File: src/rtl/rst_seq_gen.sv
// Staggered multi-channel reset sequencer with software re-sequence,
// per-channel re-reset, status flags and a divided clock-enable tick.
module rst_seq_gen #(
  parameter int NUM_CH      = 4,
  parameter int HOLD_CYCLES = 16,
  parameter int STAGGER     = 4,
  parameter int CNT_W       = 8,
  parameter int DIV         = 10
) (
  input  logic              CLK,
  input  logic              SRSTn,
  input  logic              SW_RST_REQ,
  input  logic [NUM_CH-1:0] CH_RST_REQ,
  output logic [NUM_CH-1:0] RSTn_OUT,
  output logic [NUM_CH-1:0] RST_OUT,
  output logic              BUSY,
  output logic              DONE,
  output logic              TICK
);

  localparam int CH_W   = (NUM_CH > 1) ? $clog2(NUM_CH) : 1;
  localparam int DIV_W  = (DIV > 1) ? $clog2(DIV) : 1;
  localparam int T_LAST = HOLD_CYCLES + (NUM_CH - 1) * STAGGER;

  localparam logic [CNT_W-1:0] HOLD_M1 = CNT_W'(HOLD_CYCLES - 1);
  localparam logic [CNT_W-1:0] STG_M1  =
    CNT_W'((STAGGER > 0) ? STAGGER - 1 : 0);
  localparam logic [CH_W-1:0]  LAST_CH = CH_W'(NUM_CH - 1);
  localparam logic [DIV_W-1:0] DIV_M1  = DIV_W'(DIV - 1);
  localparam bit ALL_AT_ONCE = (STAGGER == 0) || (NUM_CH == 1);

  if (NUM_CH < 1) begin : g_bad_ch
    $error("rst_seq_gen: NUM_CH must be >= 1");
  end
  if (HOLD_CYCLES < 1) begin : g_bad_hold
    $error("rst_seq_gen: HOLD_CYCLES must be >= 1");
  end
  if (STAGGER < 0) begin : g_bad_stg
    $error("rst_seq_gen: STAGGER must be >= 0");
  end
  if (DIV < 1) begin : g_bad_div
    $error("rst_seq_gen: DIV must be >= 1");
  end
  if ((64'd1 << CNT_W) <= 64'(T_LAST)) begin : g_bad_cnt
    $error("rst_seq_gen: CNT_W too narrow for sequence");
  end

  typedef enum logic [1:0] {
    HOLD    = 2'd0,
    RELEASE = 2'd1,
    RUN     = 2'd2
  } state_t;

  state_t            state_q, state_d;
  logic [CNT_W-1:0]  cnt_q, cnt_d;
  logic [CH_W-1:0]   ch_q, ch_d;
  logic [NUM_CH-1:0] rel_d;
  logic [NUM_CH-1:0] held_q, held_d;
  logic [CNT_W-1:0]  ch_cnt_q [NUM_CH];
  logic [CNT_W-1:0]  ch_cnt_d [NUM_CH];
  logic              done_d;
  logic [DIV_W-1:0]  div_q;

  always_comb begin
    state_d  = state_q;
    cnt_d    = cnt_q;
    ch_d     = ch_q;
    rel_d    = RSTn_OUT;
    held_d   = held_q;
    ch_cnt_d = ch_cnt_q;

    if (SW_RST_REQ) begin
      state_d = HOLD;
      cnt_d   = '0;
      ch_d    = '0;
      rel_d   = '0;
      held_d  = '0;
      for (int i = 0; i < NUM_CH; i++) begin
        ch_cnt_d[i] = '0;
      end
    end else begin
      unique case (state_q)
        HOLD: begin
          if (cnt_q == HOLD_M1) begin
            cnt_d = '0;
            if (ALL_AT_ONCE) begin
              rel_d   = '1;
              state_d = RUN;
            end else begin
              rel_d[0] = 1'b1;
              ch_d     = CH_W'(1);
              state_d  = RELEASE;
            end
          end else begin
            cnt_d = cnt_q + CNT_W'(1);
          end
        end

        RELEASE: begin
          if (cnt_q == STG_M1) begin
            cnt_d       = '0;
            rel_d[ch_q] = 1'b1;
            if (ch_q == LAST_CH) begin
              state_d = RUN;
            end else begin
              ch_d = ch_q + CH_W'(1);
            end
          end else begin
            cnt_d = cnt_q + CNT_W'(1);
          end
        end

        RUN: begin
          // Each channel re-reset runs its own hold counter.
          for (int i = 0; i < NUM_CH; i++) begin
            if (CH_RST_REQ[i]) begin
              held_d[i]   = 1'b1;
              rel_d[i]    = 1'b0;
              ch_cnt_d[i] = '0;
            end else if (held_q[i]) begin
              if (ch_cnt_q[i] == HOLD_M1) begin
                held_d[i]   = 1'b0;
                rel_d[i]    = 1'b1;
                ch_cnt_d[i] = '0;
              end else begin
                ch_cnt_d[i] = ch_cnt_q[i] + CNT_W'(1);
              end
            end
          end
        end

        default: begin
          state_d = HOLD;
          cnt_d   = '0;
          ch_d    = '0;
          rel_d   = '0;
          held_d  = '0;
        end
      endcase
    end

    done_d = (state_d == RUN) && (held_d == '0);
  end

  always_ff @(posedge CLK) begin
    if (!SRSTn) begin
      state_q  <= HOLD;
      cnt_q    <= '0;
      ch_q     <= '0;
      held_q   <= '0;
      RSTn_OUT <= '0;
      RST_OUT  <= '1;
      BUSY     <= 1'b1;
      DONE     <= 1'b0;
      for (int i = 0; i < NUM_CH; i++) begin
        ch_cnt_q[i] <= '0;
      end
    end else begin
      state_q  <= state_d;
      cnt_q    <= cnt_d;
      ch_q     <= ch_d;
      held_q   <= held_d;
      RSTn_OUT <= rel_d;
      RST_OUT  <= ~rel_d;
      BUSY     <= ~done_d;
      DONE     <= done_d;
      for (int i = 0; i < NUM_CH; i++) begin
        ch_cnt_q[i] <= ch_cnt_d[i];
      end
    end
  end

  // Free-running divider; only the board reset restarts it.
  always_ff @(posedge CLK) begin
    if (!SRSTn) begin
      div_q <= '0;
      TICK  <= 1'b0;
    end else begin
      TICK  <= (div_q == DIV_M1);
      div_q <= (div_q == DIV_M1) ? '0 : div_q + DIV_W'(1);
    end
  end

endmodule

File: config.mk
export PLATFORM = sky130hd
export DESIGN_NAME = rst_seq_gen
export DESIGN_NICKNAME = d
export VERILOG_FILES = /design/src/rtl/rst_seq_gen.sv
export SDC_FILE = /design/constraint.sdc
export NUM_CORES = 1
export LEC_CHECK = 0
export CAP_MARGIN = 20
export CORE_ASPECT_RATIO = 1.1
export CORE_UTILIZATION = 56
export DETAILED_ROUTE_END_ITERATION = 7
export PLACE_DENSITY = 0.86
export SLEW_MARGIN = 40
export SYNTH_ARGS = -nofsm -noshare
export SYNTH_HDL_FRONTEND = slang
export SYNTH_SLANG_ARGS = --single-unit
File: constraint.sdc
create_clock -name CLK -period 1.8 [get_ports CLK]
set_input_delay 0.54 -clock CLK [delete_from_list [all_inputs] [get_ports CLK]]
set_output_delay 0.54 -clock CLK [all_outputs]
set_load 0.05 [all_outputs]
# ---- Yosys cells after proc, flatten, opt, wreduce, memory -nomap -nowiden
# Index checks and enable logic that the tools add are counted.
dict set report word_totals {
  input_bits 7
  out_inout_bits 11
  reg_bits 63
}
dict set report op_classes {
  n_mux 57
  n_lt_le_gt_ge 2
  reduce_logical 16
  eq_ne 14
  add_sub_neg 7
  bitwise 5
}
# cell n
set ops {}
lappend ops {{$mux W8} 14}
lappend ops {{$add A8 B1 Y8 const B} 5}
lappend ops {{$eq A8 B4 Y1 const B} 5}
lappend ops {{$mux W1} 26}
lappend ops {{$pmux W8 S3} 1}
lappend ops {{$mux W2} 7}
lappend ops {{$mux W4} 3}
lappend ops {{$pmux W2 S3} 2}
lappend ops {{$pmux W3 S3} 1}
lappend ops {{$eq A8 B2 Y1 const B} 1}
lappend ops {{$pmux W4 S2} 1}
lappend ops {{$reduce_and A2 Y1} 4}
lappend ops {{$reduce_bool A2 Y1} 4}
lappend ops {{$eq A2 B2 Y1 const B} 3}
lappend ops {{$ne A2 B2 Y1 const B} 3}
lappend ops {{$reduce_or A2 Y1} 3}
lappend ops {{$add A4 B1 Y4 const B} 1}
lappend ops {{$eq A4 B4 Y1 const B} 1}
lappend ops {{$logic_not A4 Y1} 1}
lappend ops {{$not A4 Y4} 1}
lappend ops {{$or A4 B4 Y4} 1}
lappend ops {{$reduce_and A4 Y1} 1}
lappend ops {{$lt A2 B3 Y1 const B} 1}
lappend ops {{$not A1 Y1} 3}
lappend ops {{7 further kinds} 8}

# ---- Depth between registers and ports, before layout
dict set report depth {
  ltp_word 9
  mapped_depth 8
  ltp_nobuf 6
}

# ---- Worst setup path after synthesis
# OpenSTA, ideal clock, no wires.
dict set report synth_timing {
  kind {register to register}
  startpoint {register ch_cnt_q[0] in the netlist's numbering}
  endpoint {register BUSY}
  stages_incl_launch_ff 7
  arrival_time_ps 1532
  setup_slack_ps 149
  setup_ps 120
  period_less_slack_ps 1651
  cell_sequence {dfxtp_1 > ha_1 > nor4bb_1 > and3_2 > o311a_2 > nand4_2 > a211o_1}
}
dict set report synth_via {
  elab_chain_len 9
}
# element line
set synth_rtl {}
lappend synth_rtl {{start, declared} 59} ;# logic [CNT_W-1:0] ch_cnt_q [NUM_CH];
lappend synth_rtl {{start signal, assigned by index} 168} ;# ch_cnt_q[i] <= ch_cnt_d[i];
lappend synth_rtl {{$eq A8 B4 Y1} 121} ;# if (ch_cnt_q[i] == HOLD_M1) begin
lappend synth_rtl {{$mux W1} 121}
lappend synth_rtl {{$mux W1} 120} ;# end else if (held_q[i]) begin
lappend synth_rtl {{$mux W1} 116} ;# if (CH_RST_REQ[i]) begin
lappend synth_rtl {{$pmux W4 S2} 82} ;# unique case (state_q)
lappend synth_rtl {{$mux W4} 72} ;# if (SW_RST_REQ) begin
lappend synth_rtl {{$logic_not A4 Y1} 142} ;# done_d = (state_d == RUN) && (held_d == '0);
lappend synth_rtl {{$logic_and A1 B1 Y1} 142}
lappend synth_rtl {{$not A1 Y1} 165} ;# BUSY <= ~done_d;
lappend synth_rtl {{end signal, assigned} 165}
lappend synth_rtl {{end, declared} 16} ;# output logic BUSY,
# No other way between the ends.
# A chain may end at the register's enable or synchronous reset.

==> out/results.txt <==
status: finished, final reports clean
Design Power: 0.00255 W
largest net degree at the start of global routing: 17
grt ovf: 0
Syn Nets: 381
Rel. slew slack: 0.753
DRC Markers: 0
crit path from: SRSTn
Register-to-Register Setup Slack: 0.09 ns
worst slew pin tran: 0.369 ns
commonest non-fill, non-tap cell in the layout: dfxtp_1
Hold Crit Start: div_q[0]$_SDFF_PP0_
cells along the critical path: clkdlybuf4s50_1, nor2b_4, nand2_1, or4_1, nor2_2, nor3_1
launching point of the worst reg2reg path: ch_cnt_q[20]$_SDFFE_PP0P_
critical path required time: 2.02 ns
Routed WL: 6810 um
register area share after synthesis: 0.406
Clock Path Buffers: 2
number of synthesized register bits: 63
cts hold-fix bufs: 0
min-delay worst type: flop to flop
vias: 2808
CP Buf/Inv Count: 1
Area growth, synth to finish: 24.3%
Crit path largest cell delay: 0.50 ns
global-route wire length before repair: 11200 um
H-Tree Depth: 3
Initial Util: 0.580
DR vias/cell: 5.58
most frequent cells in the layout: 61 x dfxtp_1, 55 x buf_4, 53 x nor2_1, 29 x a21oi_1, 20 x nand3_1
core area: 5360 um^2
Post-Syn Area per Cell: 8.57 um^2
hpwl dp: 4820 um
pwr/cell area: 661 nW/um^2
Main synth FF type: dfxtp_1
startpoint types: input port
post-placement cell count: 487
Antenna Violating Nets Remaining: 0
Yosys warnings: 0
# IOs: 18
GRT Total Usage: 0.251
gp weighted congestion: 0.847
initial DRC count: 175
Std-Cell Rows: 28
Yosys top cell area share: 0.406
maxcap violations: 0
Leak: 1.41 nW
Synth Instances: 363
CP max FO: 3
DR WL/cell: 13.5 um
Die Span X: 73.0 um
largest area contributor in the netlist: dfxtp_1
worst skew pair latency: 0.35 ns
met2 routed WL: 3490 um
CTS root buffer: clkbuf_8
Initial DRT Pass Iterations: 4
Nets: 442
largest cells by area after synthesis: dfxtp_1 41%, nor2_1 6.6%, a21oi_1 4.7%, ha_1 4.4%, xnor2_1 4.2%
Top Metal Used: met4
# clock sinks: 63
vias in the first global route: 2683
# setup viols final: 0
Tmin final: 1.72 ns
initial antenna violation count: 0
CTS tree: done
crit end category: flop
post-synth cell types: 53
Total Neg Setup Slack: 0 ns
Worst EP arrival: 1.94 ns
Worst Skew: 0.00500 ns
VDD IR-drop max: 0.658 mV
critical path class: input port to flop
Antenna diodes: 0
Post-synth EDFFs: 0
CP max stage cell: clkdlybuf4s50_1
synthesized area: 3110 um^2
die footprint: 5850 um^2
PortBufs: 17
met3 routed WL: 295 um
share of layout cells above drive strength 1: 0.231
FMAX: 0.583 GHz
fin. max-slew vios: 0
asr flop ratio synth: 0
Reg clk slew, reported paths: 0.06 ns
TritonCTS Buffers: 9
period utilization: 0.953
Final Core Density: 0.721
Die Y: 80.2 um
met1 wire length: 2880 um
Largest delay share family, worst path: simple AND/OR/NAND/NOR gates
Finished Layout Cells: 503
final hold viol count: 0
[repair_timing]
action	CTS	global route
pin swaps	0	2
setup buffers	0	1
setup endpoints to repair	1	7
gates resized for setup	2	18
[report_power, final]
group	leakage (nW)	switching [W]	internal [W]	total (W)
Clock	0.0805	0.000505	0.000529	0.00103
Sequential	0.509	0.00000727	0.00140	0.00141
Combinational	0.824	0.0000559	0.0000555	0.000111
Total	1.41	0.000568	0.00199	0.00255
[cell type report]
type / count / area [um^2]
Clock inverter: 1 / 5.00
Fill cell: 392 / 1490
Multi-Input combinational cell: 274 / 1770
Tap cell: 75 / 93.8
Timing Repair Buffer: 64 / 533
Clock buffer: 14 / 153
Sequential cell: 63 / 1260
Inverter: 12 / 45.0
[sequential cells by signal (all words and copies together) (netlist names)]
register,count
held_q,4
ch_cnt_q,32
cnt_q,8
RSTn_OUT,4
div_q,4
ch_q,2
state_q,2
BUSY,1
DONE,1
TICK,1
RST_OUT,4
[metal layers]
layer  vias to the layer above  track usage
met3                        15       0.0703
met4                         0        0.133
met1                      1330        0.281
li1                       1406            -
met2                        57        0.428
met5                         -            0
[metrics by stage]
stage	instance area, um^2	hold slack (ns)	setup slack (ns)
4_1_cts	3780	0.472	0.00144
6_report	3870	0.467	0.0848
3_5_place_dp	3610	0.457	-0.263
2_1_floorplan	3110	0.433	0.149
5_1_grt	3870	0.509	-0.0130
3_3_place_gp	3610	0.450	-0.258
[path summary, 6_finish.rpt]
kind                           end  depth (start not counted)
max          RST_OUT[0]$_SDFF_PN1_                          6
min            div_q[0]$_SDFF_PP0_                          1
max reg2reg        BUSY$_SDFF_PN1_                          5
min reg2reg    div_q[0]$_SDFF_PP0_                          1
[cells in the mapped netlist (2+ instances only)]
| master | count |
|---|---|
| a211oi_1 | 2 |
| a21oi_1 | 29 |
| a22oi_1 | 5 |
| a2bb2oi_1 | 2 |
| a31oi_1 | 4 |
| and2_1 | 3 |
| and3_1 | 5 |
| and3_2 | 2 |
| buf_2 | 2 |
| clkbuf_1 | 5 |
| clkbuf_8 | 5 |
| dfxtp_1 | 63 |
| ha_1 | 11 |
| inv_1 | 12 |
| nand2_1 | 18 |
| nand2b_1 | 8 |
| nand3_1 | 20 |
| nand3b_1 | 3 |
| nand4_1 | 5 |
| nand4b_1 | 2 |
| nor2_1 | 55 |
| nor2b_1 | 3 |
| nor3_1 | 11 |
| nor3b_1 | 2 |
| nor4_1 | 5 |
| o211ai_1 | 2 |
| o21ai_0 | 18 |
| o21ai_1 | 4 |
| o21ba_2 | 2 |
| o22ai_1 | 3 |
| or2b_2 | 4 |
| or3_1 | 4 |
| or4_1 | 2 |
| xnor2_1 | 15 |
| xor2_1 | 9 |
[kinds of logic after synthesis]
| logic type | Yosys count | synth area share |
|---|---|---|
| fa+ha+maj | 11 | 0.0443 |
| xor+xnor | 24 | 0.0676 |
| buf+inv | 26 | 0.0519 |
| compound gates | 79 | 0.157 |
| simple gates | 160 | 0.274 |
| flops | 63 | 0.406 |
(Power assumes the default switching activity.)
==> variant (same settings) <==
The 3 states of `state_t` get a one-hot encoding in 3 bits.
--- a/src/rtl/rst_seq_gen.sv
+++ b/src/rtl/rst_seq_gen.sv
@@ -45,10 +45,10 @@
     $error("rst_seq_gen: CNT_W too narrow for sequence");
   end
 
-  typedef enum logic [1:0] {
-    HOLD    = 2'd0,
-    RELEASE = 2'd1,
-    RUN     = 2'd2
+  typedef enum logic [2:0] {
+    HOLD    = 3'b001,
+    RELEASE = 3'b010,
+    RUN     = 3'b100
   } state_t;
 
   state_t            state_q, state_d;
Check against the original RTL: same outputs for any inputs over 10 cycles, from zero or initial values and one cycle with SRSTn low; not proved beyond that.
==> variant against the original RTL <==
- the flow now finishes with violations (setup timing)
- clock power is 16% higher
- setup slack got worse by 290 ps
- routed wire length increased by 32%
- sequential cell count up 1
- area after synthesis down 0.40%
- total power is 7.0% higher
- final area grew 13%
- critical path depth fell by 1
- largest power group unchanged
==> variant: results (changes against the original RTL) <==
metric;value;unit;change
grt_usage;27.73;%;+2.6 points
place_congestion;0.8483;;+0.18%
clock_skew;9.256;ps;+4.252 ps
worst_pin_slew;527.8;ps;+159.2 ps
path_max_fanout;5;;+2
ys_top_cells_by_area;dfxtp_1 41%, nor2_1 6.9%, xor2_1 4.5%, ha_1 4.4%, a21oi_1 4.0%;;
nets;469;;+6.1%
setup_slack;-209.6;ps;-294.4 ps
root_buffer;clkbuf_8;;
crit_arrival;2290;ps;+350 ps
antenna_found_initial;0;;unchanged
avgRoutedWirePerCell;16.97;µm;+25%
synth_cell_types;50;;-5.7%
synth_fp_nets;382;;+0.26%
num_antenna_cells;0;;unchanged
dpl.hpwl;5.171;mm;+7.4%
cts_buffer_depth;2;;unchanged
worstSetupStartpoint;cnt_q[6];;
hold_start;div_q[0];;
setup_viol;15;;+15
p_sw_share;23.77;%;+1.5 points
vdd_drop_max;0.0005212;V;-21%
p_leak;1.646;nW;+16%
async_reset_ff_share;0;%;unchanged
grt_pass1_wl;12.36;mm;+9.9%
grt_max_degree;15;;-2
htree_levels;3;;unchanged
drive_gt1_share;33.55;%;+10 points
fill_cells;292;;-26%
grt_pass1_vias;2894;;+7.9%
yosys_warnings;0;;unchanged
synthTopCellsByCount;64 x dfxtp_1, 57 x nor2_1, 25 x a21oi_1;;
first_iter_violations;147;;-16%
via_per_inst;5.814;;+4.1%
portBuffers;17;;unchanged
status;finished, violations left;;
yosysSeqAreaShare;41.37;%;+0.81 points
violations;setup timing;;
insertion_delay;350;ps;about the same
variant: path summary, 6_finish.rpt:
path	end	slack, ps	cells past startpoint
worst max-delay path	ch_q[1]	-210	5
worst min-delay path	div_q[0]	470	1
worst max register to register	ch_q[1]	-210	5
worst min register to register	div_q[0]	470	1
variant: layout make-up:
cell class	instances	area, µm²	area share (%)
clock buffer	12	165.2	3.769
sequential	64	1292	29.50
clock inverter	4	27.53	0.6282
inverter	8	30.03	0.6853
timing repair buffer	89	790.8	18.05
tap	75	93.84	2.142
multi-input combinational	279	1982	45.23
variant: through the flow:
stage	instances	cell area [µm²]	worst slack (ps)	setup TNS (ps)
6_report	531	4382	-209.6	-800.3
4_1_cts	522	4060	-146.1	-307.4
2_1_floorplan	364	3103	-146.9	-177.1
5_1_grt	531	4382	-211.9	-1893
3_5_place_dp	504	3786	-201.0	-3787
3_3_place_gp	504	3786	-153.4	-2963
variant: critical path: stages, from the launching register on:
cell and delay (ps):
dfxtp_1 320, or4_4 600, nor3_4 170, a222oi_1 180, or4b_1 530, a21oi_2 150
variant: power groups by stage:
| stage | Combinational [W] | Clock [W] | Sequential (W) |
|---|---|---|---|
| detailed placement | 0.000104 | 0 | 0.00146 |
| global route | 0.000130 | 0.00125 | 0.00143 |
| floorplan | 0.0000459 | 0 | 0.00146 |
| global placement | 0.0000991 | 0 | 0.00146 |
| finish | 0.000121 | 0.00119 | 0.00143 |
| CTS | 0.000106 | 0.00118 | 0.00143 |
variant: timing repair:
action,CTS,global route
gates resized for setup,18,54
cloned,0,1
setup endpoints to repair,20,43
buffers inserted,2,8
pin swaps,7,31
variant: kinds of logic (layout without fill, tap and decap cells):
family                     count (synthesis)  in the layout  share of synthesized area, %
adders and majority gates                 11             11                         4.444
xor gates and xnor gates                  30             30                         8.485
muxes                                      2              2                        0.6465
and+or+nand+nor                          160            160                         27.52
buffers and inverters                     21            113                         2.949
DFF                                       64             64                         41.37
AOI/OAI and AO/OA                         76             76                         14.59
variant: per-layer routing:
metal	vias to the layer above	part of all wire [%]	GRT usage, %
met2	139	51	49.44
met3	41	5.9	6.439
li1	1453	-	-
met1	1454	39	30.35
met5	-	0	0
met4	0	4.7	14.12
